File: config.mk
export PLATFORM = sky130hd
export DESIGN_NAME = ncl_ring_sim
export DESIGN_NICKNAME = d
export VERILOG_FILES = /design/src/rtl/ncl_ring_sim.sv
export SDC_FILE = /design/constraint.sdc
export NUM_CORES = 1
export LEC_CHECK = 0
export BUFFER_PORTS_ARGS = -buffer_cell sky130_fd_sc_hd__buf_2
export CAP_MARGIN = 20
export CORE_ASPECT_RATIO = 0.75
export CORE_MARGIN = 3
export CORE_UTILIZATION = 50
export DETAILED_ROUTE_END_ITERATION = 12
export GPL_ROUTABILITY_DRIVEN = 1
export HOLD_SLACK_MARGIN = 0.03
export MAX_ROUTING_LAYER = met4
export PLACE_DENSITY = 0.91
export SLEW_MARGIN = 5
export SYNTH_ARGS = -nofsm -noshare
export SYNTH_HDL_FRONTEND = slang
export SYNTH_SLANG_ARGS = --single-unit
File: constraint.sdc
create_clock -name clk -period 2.5 [get_ports clk]
set_clock_uncertainty 0.2 [all_clocks]
set_input_delay 0.25 -clock clk [delete_from_list [all_inputs] [get_ports clk]]
set_output_delay 0.25 -clock clk [all_outputs]
set_load 0.02 [all_outputs]
File: src/rtl/ncl_ring_sim.sv
// ---------------------------------------------------------------------------
// ncl_ring_sim
//
// Purpose:
//   Cycle-level model of a NULL Convention Logic ring of 1-of-N stages. Each
//   clock models one gate delay. Every stage is a row of C-elements, one per
//   rail. A stage's input is the previous stage's rails. Its enable is the
//   inverted completion of the next stage. One stage (ROT_STAGE) rotates the
//   rails by one position, so the DATA value changes on every lap of the ring.
//   A small observer on stage 0 reports each new wavefront.
//
// Parameters:
//   RAILS      - rails per stage (2..8)
//   STAGES     - stages in the ring (3..16)
//   ROT_STAGE  - index of the stage that rotates rail k to rail k+1
//   DATA_STAGE - stage that holds DATA (rail 0) after initialisation
//
// Ports:
//   clk         in   rising-edge clock (one gate delay per cycle)
//   init_n      in   synchronous active-low ring initialise
//   stall       in   freezes stage state, counters and monitor registers
//   stage_rails out  registered rails, stage i at [i*RAILS +: RAILS]
//   comp        out  per-stage completion (OR of that stage's rails)
//   wave_valid  out  one-cycle pulse when stage 0 goes NULL->DATA
//   wave_rail   out  hot rail index of stage 0 while wave_valid is high
//   wave_count  out  stage-0 wavefronts since init, wraps at 16 bits
//   period      out  unstalled cycles between the last two wavefronts
//   code_err    out  sticky flag set when any stage is multi-hot
//
// Configuration:
//   NCL_RING_MON_EN - when defined, builds the period/code_err monitor.
//                     When undefined, period and code_err are tied to 0.
// ---------------------------------------------------------------------------
module ncl_ring_sim #(
   parameter int RAILS      = 3,
   parameter int STAGES     = 4,
   parameter int ROT_STAGE  = 0,
   parameter int DATA_STAGE = STAGES - 1
) (
   input  logic                      clk,
   input  logic                      init_n,
   input  logic                      stall,
   output logic [STAGES*RAILS-1:0]   stage_rails,
   output logic [STAGES-1:0]         comp,
   output logic                      wave_valid,
   output logic [2:0]                wave_rail,
   output logic [15:0]               wave_count,
   output logic [15:0]               period,
   output logic                      code_err
);

   logic [RAILS-1:0] rails_q [STAGES];
   logic [RAILS-1:0] rails_d [STAGES];
   logic             new_wave;
   logic [2:0]       hot_idx;

   // Stage i listens to stage i-1, and stage 0 wraps back to the last stage.
   // Stage i may only change when stage i+1 has finished with the opposite
   // phase. Each rail is a C-element: it goes to 1 when both input and enable
   // are 1. It goes to 0 when both are 0. Otherwise it holds its value. The
   // majority form below implements that hold behaviour.
   genvar g;
   generate
      for (g = 0; g < STAGES; g++) begin : g_stage
         localparam int PREV = (g == 0) ? STAGES - 1 : g - 1;
         localparam int NEXT = (g + 1) % STAGES;
         logic [RAILS-1:0] in_raw;
         logic [RAILS-1:0] in_rot;
         logic [RAILS-1:0] en;

         assign in_raw = rails_q[PREV];

         if (g == ROT_STAGE) begin : g_rot
            assign in_rot = {in_raw[RAILS-2:0], in_raw[RAILS-1]};
         end else begin : g_pass
            assign in_rot = in_raw;
         end

         assign en          = {RAILS{~comp[NEXT]}};
         assign rails_d[g]  = (in_rot & en) | (rails_q[g] & (in_rot | en));
         assign comp[g]     = |rails_q[g];
         assign stage_rails[g*RAILS +: RAILS] = rails_q[g];
      end
   endgenerate

   // Stage 0 is about to receive a new wavefront when it is NULL now and
   // will hold some DATA after this edge. The index encoder picks the lowest
   // hot rail. For a legal one-hot code, that is the only hot rail.
   always_comb begin
      new_wave = ~comp[0] & (|rails_d[0]);
      hot_idx  = '0;
      for (int k = RAILS - 1; k >= 0; k--) begin
         if (rails_d[0][k]) begin
            hot_idx = 3'(k);
         end
      end
   end

   // Ring state and wavefront observer. Initialisation beats stall. A stalled
   // edge freezes the ring and the counter. It also drops the wave_valid
   // pulse, so a stall never stretches the pulse into a second wavefront.
   always_ff @(posedge clk) begin
      if (!init_n) begin
         for (int i = 0; i < STAGES; i++) begin
            rails_q[i] <= (i == DATA_STAGE) ? RAILS'(1) : '0;
         end
         wave_valid <= 1'b0;
         wave_rail  <= '0;
         wave_count <= '0;
      end else if (stall) begin
         wave_valid <= 1'b0;
      end else begin
         for (int i = 0; i < STAGES; i++) begin
            rails_q[i] <= rails_d[i];
         end
         wave_valid <= new_wave;
         if (new_wave) begin
            wave_rail  <= hot_idx;
            wave_count <= wave_count + 16'd1;
         end
      end
   end

`ifdef NCL_RING_MON_EN
   logic [15:0]       gap_cnt;
   logic [15:0]       gap_inc;
   logic [STAGES-1:0] multi_hot;

   // A stage is multi-hot when clearing its lowest set bit still leaves a
   // bit set.
   generate
      for (g = 0; g < STAGES; g++) begin : g_mon
         assign multi_hot[g] = |(rails_q[g] & (rails_q[g] - RAILS'(1)));
      end
   endgenerate

   // This is the gap counter, including the edge that produces the wavefront.
   // It saturates so that a very long gap reads as the maximum value instead
   // of wrapping.
   always_comb begin
      gap_inc = (gap_cnt == 16'hffff) ? gap_cnt : gap_cnt + 16'd1;
   end

   // The monitor counts only unstalled edges. On each wavefront it latches
   // the gap into period. code_err is sticky until the next initialise.
   always_ff @(posedge clk) begin
      if (!init_n) begin
         gap_cnt  <= '0;
         period   <= '0;
         code_err <= 1'b0;
      end else if (!stall) begin
         if (new_wave) begin
            period  <= gap_inc;
            gap_cnt <= '0;
         end else begin
            gap_cnt <= gap_inc;
         end
         if (|multi_hot) begin
            code_err <= 1'b1;
         end
      end
   end
`else
   assign period   = '0;
   assign code_err = 1'b0;
`endif

endmodule

==> impl_metrics.ini <==
[synthesis]
ys.flop_type = dfxtp_1
synth_seq_area_share_pct = 43.1
synth_commonest_cells = buf_4, dfxtp_1, o21ai_0
ys_seq_elements = 31
async_reset_ff_share_pct = 0
synth.area.top_cells = dfxtp_1, edfxtp_1, buf_4, o21ai_0, a21oi_1
avgSynthCellArea_um2 = 9.19
yosysWarnings = 0
yosys.cell_types.count = 40
synth-edff-count = 12
synth_largest_area_cell = dfxtp_1
synth_cells = 187
netlist_area_um2 = 1720
yosys.area.top_type_share_pct = 22.1

[detailed_routing]
wl_um = 3680
dr.pass1.iters = 4
via_per_inst = 5.34
wl_met2_um = 1670
vias = 1410
drt-initial-drc-count = 143
wirelength_met1_um = 1700
ant_nets = 0
highest_layer = met4
drc = 0
wl_met3_um = 269
wl_per_cell_um = 13.9

[flow_run]
drv_cap = 0

[hold_path]
min_path_cells = 2
holdPathEnd = wave_count[3]
hp-start = init_n
hold_path.class = in2reg

[setup_path]
critical_path.top_delay_family = simple AND/OR/NAND/NOR gates
critPathCaptureType = flip-flop
worstPathRequired_ns = 2.52
arrival_ns = 2.28
worstReg2RegStart = rails_q[0][1]
start_kind = flip-flop
critPathSlowestCell = edfxtp_1
reg2reg_depth = 6
worstSetupPathType = reg2reg
crit_path_cell_trace = nor3_4, inv_2, nor3b_4, o21ai_2, or3_1, a21oi_1
critPathMaxFanout = 9
r2r_slack_ns = 0.24
r2r_end = wave_count[8]
slowest_delay_ns = 0.55
path_buf_inv = 1

[timing]
worst_slack_ns = 0.237
post-route-period-util_pct = 90.5
rsz0062_at_grt = false
relSlewSlack_pct = 57.3
final_max_slew_viol_count = 0
report.final.setup_viol = 0
tightest_slew_ns = 0.636
tns_ns = 0
fmax_mhz = 442
finalHoldViolations = 0
fin_crit_ns = 2.26

[power_and_ir_drop]
leakagePower_nw = 0.831
power_per_cell_area_nw_per_um2 = 681
ir_drop_uv = 414

[finish]
syn_to_final_growth_pct = 15.4
drive_gt1_share_pct = 25.7
antennaDiodeCount = 0
nNetsFinal = 229
fillers = 256

[grt]
grt_usage_pct = 18.8
grt.overflow.total = 0
grt_pass1_vias = 1244
grt_pass1_wl_um = 5870
grt_max_degree = 15
grt_antenna_before_repair = 0

[die]
die_height_um = 56.8
fp-row-count = 17
die_w_um = 73.7
core_area_um2 = 3110
pin_count = 56
initial_core_util_pct = 55.4
die_area_um2 = 4190

[cts]
cts_hold_buf = 0
clockBufferDepth = 2
htree_levels = 2
worstSkewPairLatency_ns = 0.29
cts_tree = done
clockRootBuffer = clkbuf_8
clkSinkCount = 31
clk_pin_slew_ns = 0.07
cts_inserted_buffers = 5

[place]
numPortBuffers = 37
place_congestion = 0.854
post-place-ws_ns = 0.181
dpl.hpwl_um = 2740

[run_status]
status = finished clean
==> routing by layer <==
layer / vias up / track usage, %
li1: 708 / -
met2: 50 / 26.5
met5: - / -
met4: 0 / 4.65
met3: 2 / 6.62
met1: 650 / 25.5
==> flip-flops by register name, summed over array words and instances, names as in the netlist <==
signal and flops:
wave_count 16, wave_rail 2, wave_valid 1, rails_q 12
==> logic make-up (layout without fill, tap and decap cells) <==
kind of cell	after synthesis	in the layout	share of synthesized area (%)
mux	1	1	0.582
other cells	1	18	0.218
compound gates	54	54	19.9
simple gates	58	58	19.0
xor+xnor	7	7	3.57
flops	31	31	43.1
fa+ha+maj	2	2	1.31
buf+inv	33	55	12.3
==> stage by stage <==
step | cells | util [%] | hold WS, ns | cell area (µm²) | total power, mW
2_1_floorplan | 204 | - | 0.234 | 1780 | 0.747
3_3_place_gp | 256 | 59.5 | 0.279 | 1850 | 0.766
3_5_place_dp | 256 | 59.5 | 0.286 | 1850 | 0.770
4_1_cts | 264 | 63.8 | 0.0878 | 1980 | 1.36
5_1_grt | 264 | 63.9 | 0.0952 | 1980 | 1.41
6_report | 264 | 63.9 | 0.0941 | 1980 | 1.35
==> where the power goes <==
group / leakage, nW / internal [mW] / switching [mW]
logic: 0.482 / 0.0489 / 0.140
registers: 0.284 / 0.545 / 0.0282
clock network: 0.0654 / 0.398 / 0.191
==> area by class of cell <==
| cell class | instances | area, µm² | area share (%) |
|---|---|---|---|
| clock inverter | 2 | 60.1 | 3.03 |
| tap | 38 | 47.5 | 2.40 |
| timing repair buffer | 39 | 200 | 10.1 |
| inverter | 8 | 30.0 | 1.51 |
| clock buffer | 6 | 72.6 | 3.66 |
| multi-input combinational | 140 | 832 | 42.0 |
| sequential | 31 | 741 | 37.4 |
==> placed cells by master (no fill, tap or decap), drive strengths merged, types with 2 or more instances in the layout <==
cell type and instances:
a2111oi 2, a21oi 17, and2 2, and3 5, buf 39, bufinv 2
clkbuf 6, conb 18, dfxtp 19, edfxtp 12, inv 8, nand2 16
nand2b 2, nand3 7, nor2 11, nor3 6, nor3b 2, o2111ai 4
o211ai 3, o21a 4, o21ai 21, or3 5, xor2 6
==> how the worst max path moves through the flow <==
| stage | from | cells after the start | end | slack, ns |
|---|---|---|---|---|
| 6_report | rails_q[0][1] | 6 | wave_count[8] | 0.24 |
| 5_1_grt | rails_q[0][1] | 6 | wave_count[8] | 0.10 |
| 4_1_cts | rails_q[1][0] | 5 | wave_count[15] | 0.16 |
| 3_5_place_dp | rails_q[1][0] | 5 | wave_count[12] | 0.18 |
| 3_3_place_gp | rails_q[1][0] | 5 | wave_count[12] | 0.26 |
| 2_1_floorplan | rails_q[0][0] | 7 | wave_count[10] | 0.33 |
==> what timing repair did <==
action | in CTS | in global routing
gates resized for setup | 0 | 1
setup endpoints to repair | 0 | 1
buffers inserted | 0 | 0
==> worst register-to-register path, cell delays in order, from the launching register on <==
cell and delay [ns]:
edfxtp_1 0.55, nor3_4 0.39, inv_2 0.11, nor3b_4 0.32, o21ai_2 0.13, or3_1 0.36
a21oi_1 0.14
Power figures use the tool's default switching activity.
